### src/rtl/inbuf.sv
// Per-input-port wormhole buffer: FIFO of flits plus a route lock held from head to tail.
// Optional macro INBUF_ERR_CHECK_EN enables the sticky protocol-error flag.
module inbuf #(
  parameter int DEPTH  = 4,
  parameter int DATA_W = 32
) (
  input  logic              clk,
  input  logic              rst,
  input  logic              in_valid,
  input  logic [1:0]        in_type,
  input  logic [DATA_W-1:0] in_data,
  output logic              in_ready,
  output logic [4:0]        req,
  input  logic              grt,
  output logic              out_valid,
  output logic [1:0]        out_type,
  output logic [DATA_W-1:0] out_data,
  output logic [4:0]        out_port,
  output logic              err
);

  localparam int PTR_W = $clog2(DEPTH);
  localparam int CNT_W = PTR_W + 1;

  localparam logic [1:0] T_HEAD   = 2'b00;
  localparam logic [1:0] T_SINGLE = 2'b11;

  typedef enum logic {IDLE, LOCKED} state_t;

  logic [1:0]        type_mem [DEPTH];
  logic [DATA_W-1:0] data_mem [DEPTH];

  logic [PTR_W-1:0]  wr_ptr_reg, rd_ptr_reg;
  logic [CNT_W-1:0]  count_reg;
  state_t            state_reg, state_next;
  logic [4:0]        route_reg, route_next;

  logic              out_valid_reg;
  logic [1:0]        out_type_reg;
  logic [DATA_W-1:0] out_data_reg;
  logic [4:0]        out_port_reg;

  logic              full, empty, push, pop, fwd, discard;
  logic [4:0]        req_int;
  logic [1:0]        head_type;
  logic [DATA_W-1:0] head_data;
  logic [4:0]        head_port;

  assign full      = (count_reg == CNT_W'(DEPTH));
  assign empty     = (count_reg == '0);
  assign in_ready  = ~full;
  assign push      = in_valid & ~full;
  assign head_type = type_mem[rd_ptr_reg];
  assign head_data = data_mem[rd_ptr_reg];
  assign head_port = head_data[4:0];
  assign pop       = fwd | discard;

  // IDLE inspects the FIFO head: a routable head locks, anything else is dropped.
  always_comb begin
    state_next = state_reg;
    route_next = route_reg;
    req_int    = '0;
    fwd        = 1'b0;
    discard    = 1'b0;
    case (state_reg)
      IDLE: begin
        if (!empty) begin
          if ((head_type == T_HEAD || head_type == T_SINGLE) && head_port != '0) begin
            route_next = head_port;
            state_next = LOCKED;
          end else begin
            discard = 1'b1;
          end
        end
      end
      LOCKED: begin
        if (!empty) req_int = route_reg;
        fwd = (req_int != '0) & grt;
        // tail (10) and single (11) both close the packet
        if (fwd && head_type[1]) state_next = IDLE;
      end
      default: state_next = IDLE;
    endcase
  end

  assign req = req_int;

  always_ff @(posedge clk) begin
    if (push) begin
      type_mem[wr_ptr_reg] <= in_type;
      data_mem[wr_ptr_reg] <= in_data;
    end
  end

  always_ff @(posedge clk or posedge rst) begin
    if (rst) begin
      wr_ptr_reg    <= '0;
      rd_ptr_reg    <= '0;
      count_reg     <= '0;
      state_reg     <= IDLE;
      route_reg     <= '0;
      out_valid_reg <= 1'b0;
      out_type_reg  <= '0;
      out_data_reg  <= '0;
      out_port_reg  <= '0;
    end else begin
      state_reg     <= state_next;
      route_reg     <= route_next;
      out_valid_reg <= fwd;
      if (push) wr_ptr_reg <= wr_ptr_reg + PTR_W'(1);
      if (pop)  rd_ptr_reg <= rd_ptr_reg + PTR_W'(1);
      case ({push, pop})
        2'b10:   count_reg <= count_reg + CNT_W'(1);
        2'b01:   count_reg <= count_reg - CNT_W'(1);
        default: count_reg <= count_reg;
      endcase
      if (fwd) begin
        out_type_reg <= head_type;
        out_data_reg <= head_data;
        out_port_reg <= route_reg;
      end
    end
  end

  assign out_valid = out_valid_reg;
  assign out_type  = out_type_reg;
  assign out_data  = out_data_reg;
  assign out_port  = out_port_reg;

`ifdef INBUF_ERR_CHECK_EN
  logic err_reg;

  always_ff @(posedge clk or posedge rst) begin
    if (rst)                              err_reg <= 1'b0;
    else if ((in_valid & full) | discard) err_reg <= 1'b1;
  end

  assign err = err_reg;
`else
  assign err = 1'b0;
`endif

endmodule

### config.mk
export PLATFORM = sky130hd
export DESIGN_NAME = inbuf
export DESIGN_NICKNAME = d
export VERILOG_FILES = /design/src/rtl/inbuf.sv
export SDC_FILE = /design/constraint.sdc
export NUM_CORES = 1
export LEC_CHECK = 0
export ABC_AREA = 1
export CAP_MARGIN = 20
export CORE_MARGIN = 1
export CORE_UTILIZATION = 60
export CTS_BUF_LIST = sky130_fd_sc_hd__clkbuf_8 sky130_fd_sc_hd__clkbuf_16
export DETAILED_ROUTE_END_ITERATION = 12
export GPL_ROUTABILITY_DRIVEN = 0
export PLACE_DENSITY = 0.85
export SETUP_SLACK_MARGIN = 0.4
export SLEW_MARGIN = 30
export SYNTH_ARGS = -nofsm -noshare
export SYNTH_HDL_FRONTEND = slang
export SYNTH_SLANG_ARGS = --single-unit
### constraint.sdc
create_clock -name clk -period 6.2 [get_ports clk]
set_input_delay 0.93 -clock clk [delete_from_list [all_inputs] [get_ports clk]]
set_output_delay 0.93 -clock clk [all_outputs]
set_load 0.01 [all_outputs]
### Word-level counts from Yosys, hierarchy flattened

Memory sizes are Yosys's and may differ from the RTL's.
Index checks and enable logic that the tools add are counted.

| word-level totals | value |
|---|---|
| memories | 2 |
| output and inout bits | 47 |
| RAM bits | 136 |
| input bits | 38 |
| bits in registers | 53 |
| word-level logic and storage cells | 48 |

| operators by class | value |
|---|---|
| mux-type cells | 14 |
| reduce and logical (&&, ||, !) cells | 9 |
| eq/ne operators | 4 |
| bitwise logic cells | 6 |
| $add $sub $neg | 4 |

Memory list:

| name | depth | bits a word | read ports | clocked after memory_dff | wr ports | line | RTL |
|---|---|---|---|---|---|---|---|
| data_mem | 4 | 32 | 1 | 0 | 1 | 31 | `logic [DATA_W-1:0] data_mem [DEPTH];` |
| type_mem | 4 | 2 | 1 | 0 | 1 | 30 | `logic [1:0] type_mem [DEPTH];` |

Operator list:

| kind | count |
|---|---|
| $mux 5 | 3 |
| $reduce_bool 5->1 | 2 |
| $mux 1 | 9 |
| $pmux 3 s2 | 1 |
| $add 2x1->2 const B | 2 |
| $eq 2x2->1 const B | 2 |
| $add 3x1->3 const B | 1 |
| $eq 3x3->1 const B | 1 |
| $logic_not 3->1 | 1 |
| $not 1->1 | 3 |
| $reduce_and 3->1 | 1 |
| $sub 3x1->3 const B | 1 |
| $and 1x1->1 | 2 |
| $eq 2x1->1 const B | 1 |
| $logic_and 1x1->1 | 2 |
| $logic_not 2->1 | 1 |
| $pmux 1 s2 | 1 |
| $reduce_bool 2->1 | 1 |
| $logic_or 1x1->1 | 1 |
| $or 1x1->1 | 1 |

### Depth between registers and ports, before layout

Gate-level depths: netlist (run 1).
An unclocked memory read counts as a cell.

| depth | value |
|---|---|
| depth in word-level cells | 10 |
| gate-level depth with buffers | 18 |

### Least setup slack after synthesis (run 1)

OpenSTA, ideal clock, no wires.

| timing path | value |
|---|---|
| kind | input-to-reg |
| start | input port in_valid |
| end | memory data_mem[0][0] (enable) |
| stages on the path | 2 |
| path slack | 3.224 ns |
| buffers on the path | 0 |
| data arrival time | 2.551 ns |
| cell sequence | nand2_1 nor2_1 |

| between the ends | value |
|---|---|
| longest elaborated chain between the ends | 3 |

RTL lines:

| what | line | RTL |
|---|---|---|
| start, declared | 9 | `input logic in_valid,` |
| $and 1x1->1 | 52 | `assign push = in_valid & ~full;` |
| $mux 1 | 89 | `if (push) begin` |
| $mux 1 (implied by the code) | 91 | `data_mem[wr_ptr_reg] <= in_data;` |
| end, declared | 31 |  |

Every way passes these cells.

### Worst setup path after layout (run 1)

| timing path | value |
|---|---|
| start | register rd_ptr_reg[0] |
| end | register count_reg[2] |

| between the ends | value |
|---|---|
| longest elaborated chain between the ends | 10 |
| elaborated cells on any way between the ends | 15 |

RTL lines:

| what | line | RTL |
|---|---|---|
| start, declared | 33 | `logic [PTR_W-1:0] wr_ptr_reg, rd_ptr_reg;` |
| start signal, assigned | 111 | `if (pop) rd_ptr_reg <= rd_ptr_reg + PTR_W'(1);` |
| $mem_v2 4x2 | n/a |  |
| $eq 2x2->1 or $logic_not 2->1 (tied branches) | 68 | `if ((head_type == T_HEAD \|\| head_type == T_SINGLE) && head_port != '0) begin` |
| $logic_or 1x1->1 | 68 |  |
| $logic_and 1x1->1 (*) | 68 |  |
| $mux 1 (*) | 68 |  |
| $mux 1 (*) | 67 | `if (!empty) begin` |
| $mux 1 (*) | 65 | `case (state_reg)` |
| $or 1x1->1 (*) | 56 | `assign pop = fwd \| discard;` |
| via pop | 43 | `logic full, empty, push, pop, fwd, discard;` |
| $eq 2x1->1 or $eq 2x2->1 (tied branches) | 112 | `case ({push, pop})` |
| $pmux 3 s2 or $reduce_bool 2->1 (tied branches) | n/a |  |
| end signal, assigned | 113 | `2'b10: count_reg <= count_reg + CNT_W'(1);` |
| end signal, assigned | 114 | `2'b01: count_reg <= count_reg - CNT_W'(1);` |
| end signal, assigned | 115 | `default: count_reg <= count_reg;` |
| end, declared | 34 | `logic [CNT_W-1:0] count_reg;` |

The timed path passes the listed nets; every way through them passes the cells marked *.
A chain may end at the register's enable or synchronous reset.

==> results.toml, run 1 <==
[pwr]
p_sw_mw = 0.7461
p_leak_nw = 3.500
combPwrFrac_pct = 11.8
vdd_drop_max_mv = 0.2037
clkPwrFrac_pct = 36.2
powerDensity_nw_per_um2 = 348.3
p_int_mw = 2.367
swShare_pct = 23.96
p_seq_share_pct = 52.0

[setup_path]
critPathTopFamily = "flip-flops"
cp-end-kind = "register"
crit_chain = "inv_4 > nand2_1 > nand3_1 > nand2_1 > nand2_1 > o21ai_1 > nand2_1 > nand2_2 > ha_1 > inv_1 > fa_1 > a21oi_1 > o21ai_0 > xor2_1"
crit_type = "reg -> reg"
worstPathMaxFanout = 71
required_ns = 6.50
crit_arrival_ns = 3.74
cpPeakStageDelay_ns = 0.90
cpMostUsedCell = "nand2_1"
cp-start-kind = "register"
crit_buf_inv = 2
critPathSlowestCell = "dfrtp_4"

[sta]
setup_viol = 0
worst_pin_slew_ns = 0.8646
fin_crit_ns = 3.431
tns_ns = 0
maxSlewHeadroom_pct = 42.27
fin_crit_sh_pct = 55.34
clock_skew_ns = 0.007826
fmax_ghz = 0.2914
hold_viol_final = 0
rsz0062_at_grt = "no"
maxSlewViolCount = 0

[yosys]
synth_top_area_share_pct = 55.83
synth_commonest_cells = "nand2_1 (154), edfxtp_1 (136), nor2_1 (64), o21ai_0 (63), dfrtp_1 (53)"
yosysWarnings = 0
synth_fa_ha_area_share_pct = 1.129
yosysMostFrequentCell = "nand2_1"
syn_nets = 644
synth_edf_count = 136
synth-compound-area-share_pct = 7.441
seq_area_frac_synth_pct = 73.97
synth-simple-area-share_pct = 13.34
avgSynthCellArea_um2 = 12.19
yosys.area.top_type = "edfxtp_1"
yosys_most_used_dff = "edfxtp_1"
synthArstFlopShare_pct = 28.04
yosys.area_share.xor_xnor_pct = 0.4790
ys_types = 27
synth.area.top_cells = "edfxtp_1 (56%), dfrtp_1 (18%), nand2_1 (7.9%)"
synth_seq_cells = 189
syn_inst = 600
synthMuxAreaShare_pct = 0
netlist_area_um2 = 7315
synth_top_family_by_area = "simple AND/OR/NAND/NOR gates"

[detailed_routing]
vias_per_cell = 5.889
drtPass1Iterations = 5
wirelength_um = 15600
post_drt_wl_per_cell_um = 18.68
vias = 4917
drc_errors = 0
ant_nets = 0
drt-initial-drc-count = 413

[clocking]
cts_tree = "done"
htreeDepth = 4
holdBufCountCts = 0
cts.clk_slew.worst_paths_ns = 0.07
postCtsSetupBuffers = 0
cts.root.buffer_cell = "clkbuf_16"
cts_buffer_depth = 2
numCtsBuffers = 17
cts_resized = 0
clock_latency_ns = 0.42
cts.sinks = 189

[layout]
multiInputGateArea_um2 = 1672
largest_reg_flops = 128
n_fill_cell = 695
seqCellArea_um2 = 5414
design_area_um2 = 8940
nets = 723
drive_gt1_share_pct = 8.237
diodes = 0
area_delta_synth_final_pct = 22.22

[grt]
antenna_found_initial = 0
grt_pass1_wl_um = 24680
overflow = 0
grt_pass1_vias = 4961
grt_max_degree = 72
grt_usage_pct = 26.32

[floorplan]
pin_count = 85
initial_core_util_pct = 62.72
core_um2 = 11660
dieArea_um2 = 12640
die_h_um = 112.4
rows = 39
die_width_um = 112.4

[place]
io_buffers = 83
placed_area_um2 = 8323
place_hpwl_um = 9074

[flow_run]
maxCapViolations = 0

[worst_hold_path]
hold_path_class = "reg -> reg"

[status]
outcome = "finished, final reports clean"
==> area by class of cell <==
class	count	share of cell area, %
Clock buffer	17	4.759
Sequential cell	189	60.56
Multi-Input combinational cell	359	18.70
Tap cell	143	2.001
Clock inverter	15	2.141
Inverter	20	0.8677
Timing Repair Buffer	92	10.97
==> cells by family (layout without fill, tap and decap cells) <==
| group | Yosys count | after routing |
|---|---|---|
| simple gates | 246 | 246 |
| flops | 189 | 189 |
| xor+xnor | 4 | 4 |
| compound gates | 102 | 102 |
| other cells | 1 | 1 |
| fa+ha+maj | 6 | 6 |
| buf+inv | 52 | 144 |
==> per-layer routing <==
| layer | global-route usage [%] | vias to the layer above | share of wire [%] |
|---|---|---|---|
| met5 | 0 | - | 0 |
| met4 | 11.56 | 0 | 1.7 |
| met3 | 5.886 | 34 | 7.2 |
| met2 | 43.98 | 254 | 51 |
| met1 | 33.46 | 2404 | 40 |
| li1 | - | 2225 | - |
==> layout by cell type (no fill, tap or decap), drive strengths merged <==
cell	netlist	final
nand4	1	1
a21oi	2	2
o21ai	73	73
fa	1	1
clkinvlp	0	2
buf	22	9
edfxtp	136	136
nand2	158	158
xor2	3	3
nor3	2	2
conb	1	1
ha	5	5
nand3	20	20
o22ai	27	27
bufinv	0	4
clkinv	0	6
nor2	65	65
inv	20	23
clkbuf	10	17
clkdlybuf4s50	0	83
xnor2	1	1
dfrtp	53	53
==> power by group through the flow <==
stage | Clock (mW) | Combinational, mW | Sequential [mW]
after floorplan | 0 | 0.177 | 1.63
after global placement | 0 | 0.286 | 1.64
after detailed placement | 0 | 0.362 | 1.64
after CTS | 1.14 | 0.370 | 1.62
after global routing | 1.19 | 0.400 | 1.63
final | 1.13 | 0.367 | 1.62
==> path summary, 6_finish.rpt <==
path / slack, ns / endpoint / cells past startpoint / startpoint
min in group asynchronous: 1.02 / out_valid$_DFF_PP0_ / 3 / rst
min: 0.47 / out_data[8]$_DFFE_PP0P_ / 2 / out_data[8]$_DFFE_PP0P_
max: 2.77 / count_reg[2]$_DFFE_PP0P_ / 14 / rd_ptr_reg[0]$_DFFE_PP0P_
min reg2reg: 0.47 / out_data[8]$_DFFE_PP0P_ / 2 / out_data[8]$_DFFE_PP0P_
max reg2reg: 2.77 / count_reg[2]$_DFFE_PP0P_ / 14 / rd_ptr_reg[0]$_DFFE_PP0P_
max in group asynchronous: 4.65 / rd_ptr_reg[0]$_DFFE_PP0P_ / 3 / rst
==> through the flow <==
stage | hold slack (ns) | instances | power [mW] | worst slack [ns] | utilization (%)
after floorplan | 0.4498 | 600 | 1.812 | 3.224 | -
after global placement | 0.4549 | 797 | 1.922 | 2.554 | 70.25
after detailed placement | 0.4590 | 803 | 2.003 | 2.453 | 71.37
after CTS | 0.4752 | 835 | 3.123 | 2.832 | 76.65
after global routing | 0.5015 | 835 | 3.217 | 2.501 | 76.65
final | 0.4707 | 835 | 3.113 | 2.769 | 76.65
==> worst register-to-register path, cell delays in order (launching register included) <==
cell     delay [ns]
dfrtp_4        0.90
inv_4          0.50
nand2_1        0.18
nand3_1        0.08
nand2_1        0.17
nand2_1        0.10
o21ai_1        0.15
nand2_1        0.12
nand2_2        0.10
ha_1           0.16
inv_1          0.07
fa_1           0.38
a21oi_1        0.14
o21ai_0        0.11
xor2_1         0.15
(Power assumes the default switching activity.)
==> run 2: changes to the inputs <==
CORE_UTILIZATION = 50   (was 60)
PLACE_DENSITY = 0.75   (was 0.85)
clock period = 3.1 ns   (was 6.2 ns; I/O delays follow)
==> run 2 against run 1 <==
Setup slack worse by 2.1 ns. Design area is 0.17% higher. Core utilization shrank 13 points. Combinational power is 74% higher. First-iteration DRC count grew 19%. Flip-flop and latch count stayed put. Clock power up 91%. Sequential share of layout area shrank 0.12 points. Clock skew is 0.0016 ns lower. Clock-buffer cell count rose by 1.
==> results.toml, run 2 (synthesis gave the netlist of run 1 again) <==
[status]
outcome = "finished, final reports clean"

[sta]
hold_viol_final = 0
worst_pin_slew_ns = 0.5718
rsz0062_at_grt = "no"
fin_crit_sh_pct = 79.93
fin_crit_ns = 2.478
maxSlewHeadroom_pct = 61.88
tns_ns = 0
maxSlewViolCount = 0
holdWs_ns = 0.3533
clock_skew_ns = 0.006182
fmax_ghz = 0.4036
setup_viol = 0

[layout]
final_cell_mix = "nand2_1 (152), edfxtp_1 (136), clkdlybuf4s50_1 (83)"
diodes = 0
final_common_cell = "nand2_1"
instances_no_fill = 879
final_util_pct = 63.53
largest_reg_flops = 128
area_delta_synth_final_pct = 22.43
n_fill_cell = 1055
drive_gt1_share_pct = 9.585
nets = 730

[floorplan]
die_h_um = 123.0
die_width_um = 123.0
dieArea_um2 = 15120
pin_count = 85
initial_core_util_pct = 51.89
core_um2 = 14100
rows = 43

[clocking]
cts_tree = "done"
holdBufCountCts = 0
cts.clk_slew.worst_paths_ns = 0.06
cts.sinks = 189
clock_latency_ns = 0.43
htreeDepth = 4
cts.root.buffer_cell = "clkbuf_16"
cts_buffer_depth = 2
numCtsBuffers = 17

[setup_path]
crit_type = "reg -> reg"
crit_buf_inv = 2
cpMostUsedCell = "nand2_1"
cp-end-kind = "register"
rr_worst_depth = 15
r2r-start = "rd_ptr_reg[0]$_DFFE_PP0P_"
worstPathMaxFanout = 39
required_ns = 3.40
cp-start-kind = "register"
crit_chain = "inv_8 > nand2_1 > nand3_1 > nand2_2 > nand2_1 > nand2_1 > o21ai_1 > nand2_1 > nand2_2 > ha_1 > inv_1 > fa_1 > a21oi_1 > o21ai_1 > xor2_1"
critPathSlowestCell = "dfrtp_2"
critPathTopFamily = "simple AND/OR/NAND/NOR gates"
reg2reg_to = "count_reg[2]$_DFFE_PP0P_"
ff2ff_setup_slack_ns = 0.62
crit_arrival_ns = 2.78
cpPeakStageDelay_ns = 0.45

[pwr]
p_leak_nw = 3.516
powerDensity_nw_per_um2 = 673.6
vdd_drop_max_mv = 0.4591
swShare_pct = 23.68
clkPwrFrac_pct = 35.7
combPwrFrac_pct = 10.6
p_int_mw = 4.604
p_seq_share_pct = 53.7
p_sw_mw = 1.429
total_power_mw = 6.032

[place]
placed_cells = 844
io_buffers = 83
place_hpwl_um = 9102

[worst_hold_path]
hold_path_class = "in -> async"

[grt]
grt_pass1_wl_um = 24180
overflow = 0
antenna_found_initial = 0
grt_usage_pct = 21.77
grt_pass1_vias = 4669
grt_max_degree = 55

[detailed_routing]
drtPass1Iterations = 5
vias_per_cell = 5.414
drc_errors = 0
vias = 4759
ant_nets = 0
post_drt_wl_per_cell_um = 17.19
drt-initial-drc-count = 493
wirelength_um = 15110

[flow_run]
maxCapViolations = 0
run 2: power groups by stage:
stage,registers [mW],clock network (mW),logic (mW)
6_report,3.24,2.16,0.640
5_1_grt,3.26,2.28,0.708
4_1_cts,3.24,2.19,0.645
3_5_place_dp,3.29,0,0.642
3_3_place_gp,3.27,0,0.617
2_1_floorplan,3.27,0,0.354
run 2: timing repair:
action                                 in CTS  in global routing
endpoints found under the hold margin       0                  0
buffers inserted                            0                  3
gates resized for setup                     1                  6
setup endpoints to repair                   1                  1
run 2: worst max path at each step:
stage,slack (ns),to,start,cells after the start
after floorplan,0.47,data_mem[0][0]$_DFFE_PP_,count_reg[1]$_DFFE_PP0P_,4
after global placement,0.52,count_reg[2]$_DFFE_PP0P_,rd_ptr_reg[0]$_DFFE_PP0P_,15
after detailed placement,0.38,count_reg[2]$_DFFE_PP0P_,rd_ptr_reg[0]$_DFFE_PP0P_,15
after CTS,0.40,count_reg[2]$_DFFE_PP0P_,rd_ptr_reg[0]$_DFFE_PP0P_,15
after global routing,0.41,count_reg[2]$_DFFE_PP0P_,rd_ptr_reg[0]$_DFFE_PP0P_,15
final,0.62,count_reg[2]$_DFFE_PP0P_,rd_ptr_reg[0]$_DFFE_PP0P_,15
run 2: metrics by stage:
step / setup WS [ns] / area (um2)
after floorplan: 0.4679 / 7315
after CTS: 0.4039 / 8907
final: 0.6221 / 8955
after global routing: 0.4085 / 8955
after detailed placement: 0.3776 / 8314
after global placement: 0.5167 / 8314
run 2: area by class of cell:
cell class	count	area [um2]	share of cell area [%]
sequential	189	5413	60.44
clock buffer	18	439.2	4.904
multi-input combinational	359	1677	18.72
tap	180	225.2	2.515
timing repair buffer	99	967.2	10.80
inverter	20	82.58	0.9222
clock inverter	14	151.4	1.691
run 2: routing by layer:
layer | global-route usage [%] | vias up | part of all wire [%]
met4 | 6.250 | 0 | 0.73
met5 | 0 | - | 0
met1 | 29.29 | 2342 | 44
li1 | - | 2241 | -
met2 | 35.29 | 164 | 49
met3 | 5.443 | 12 | 6.5
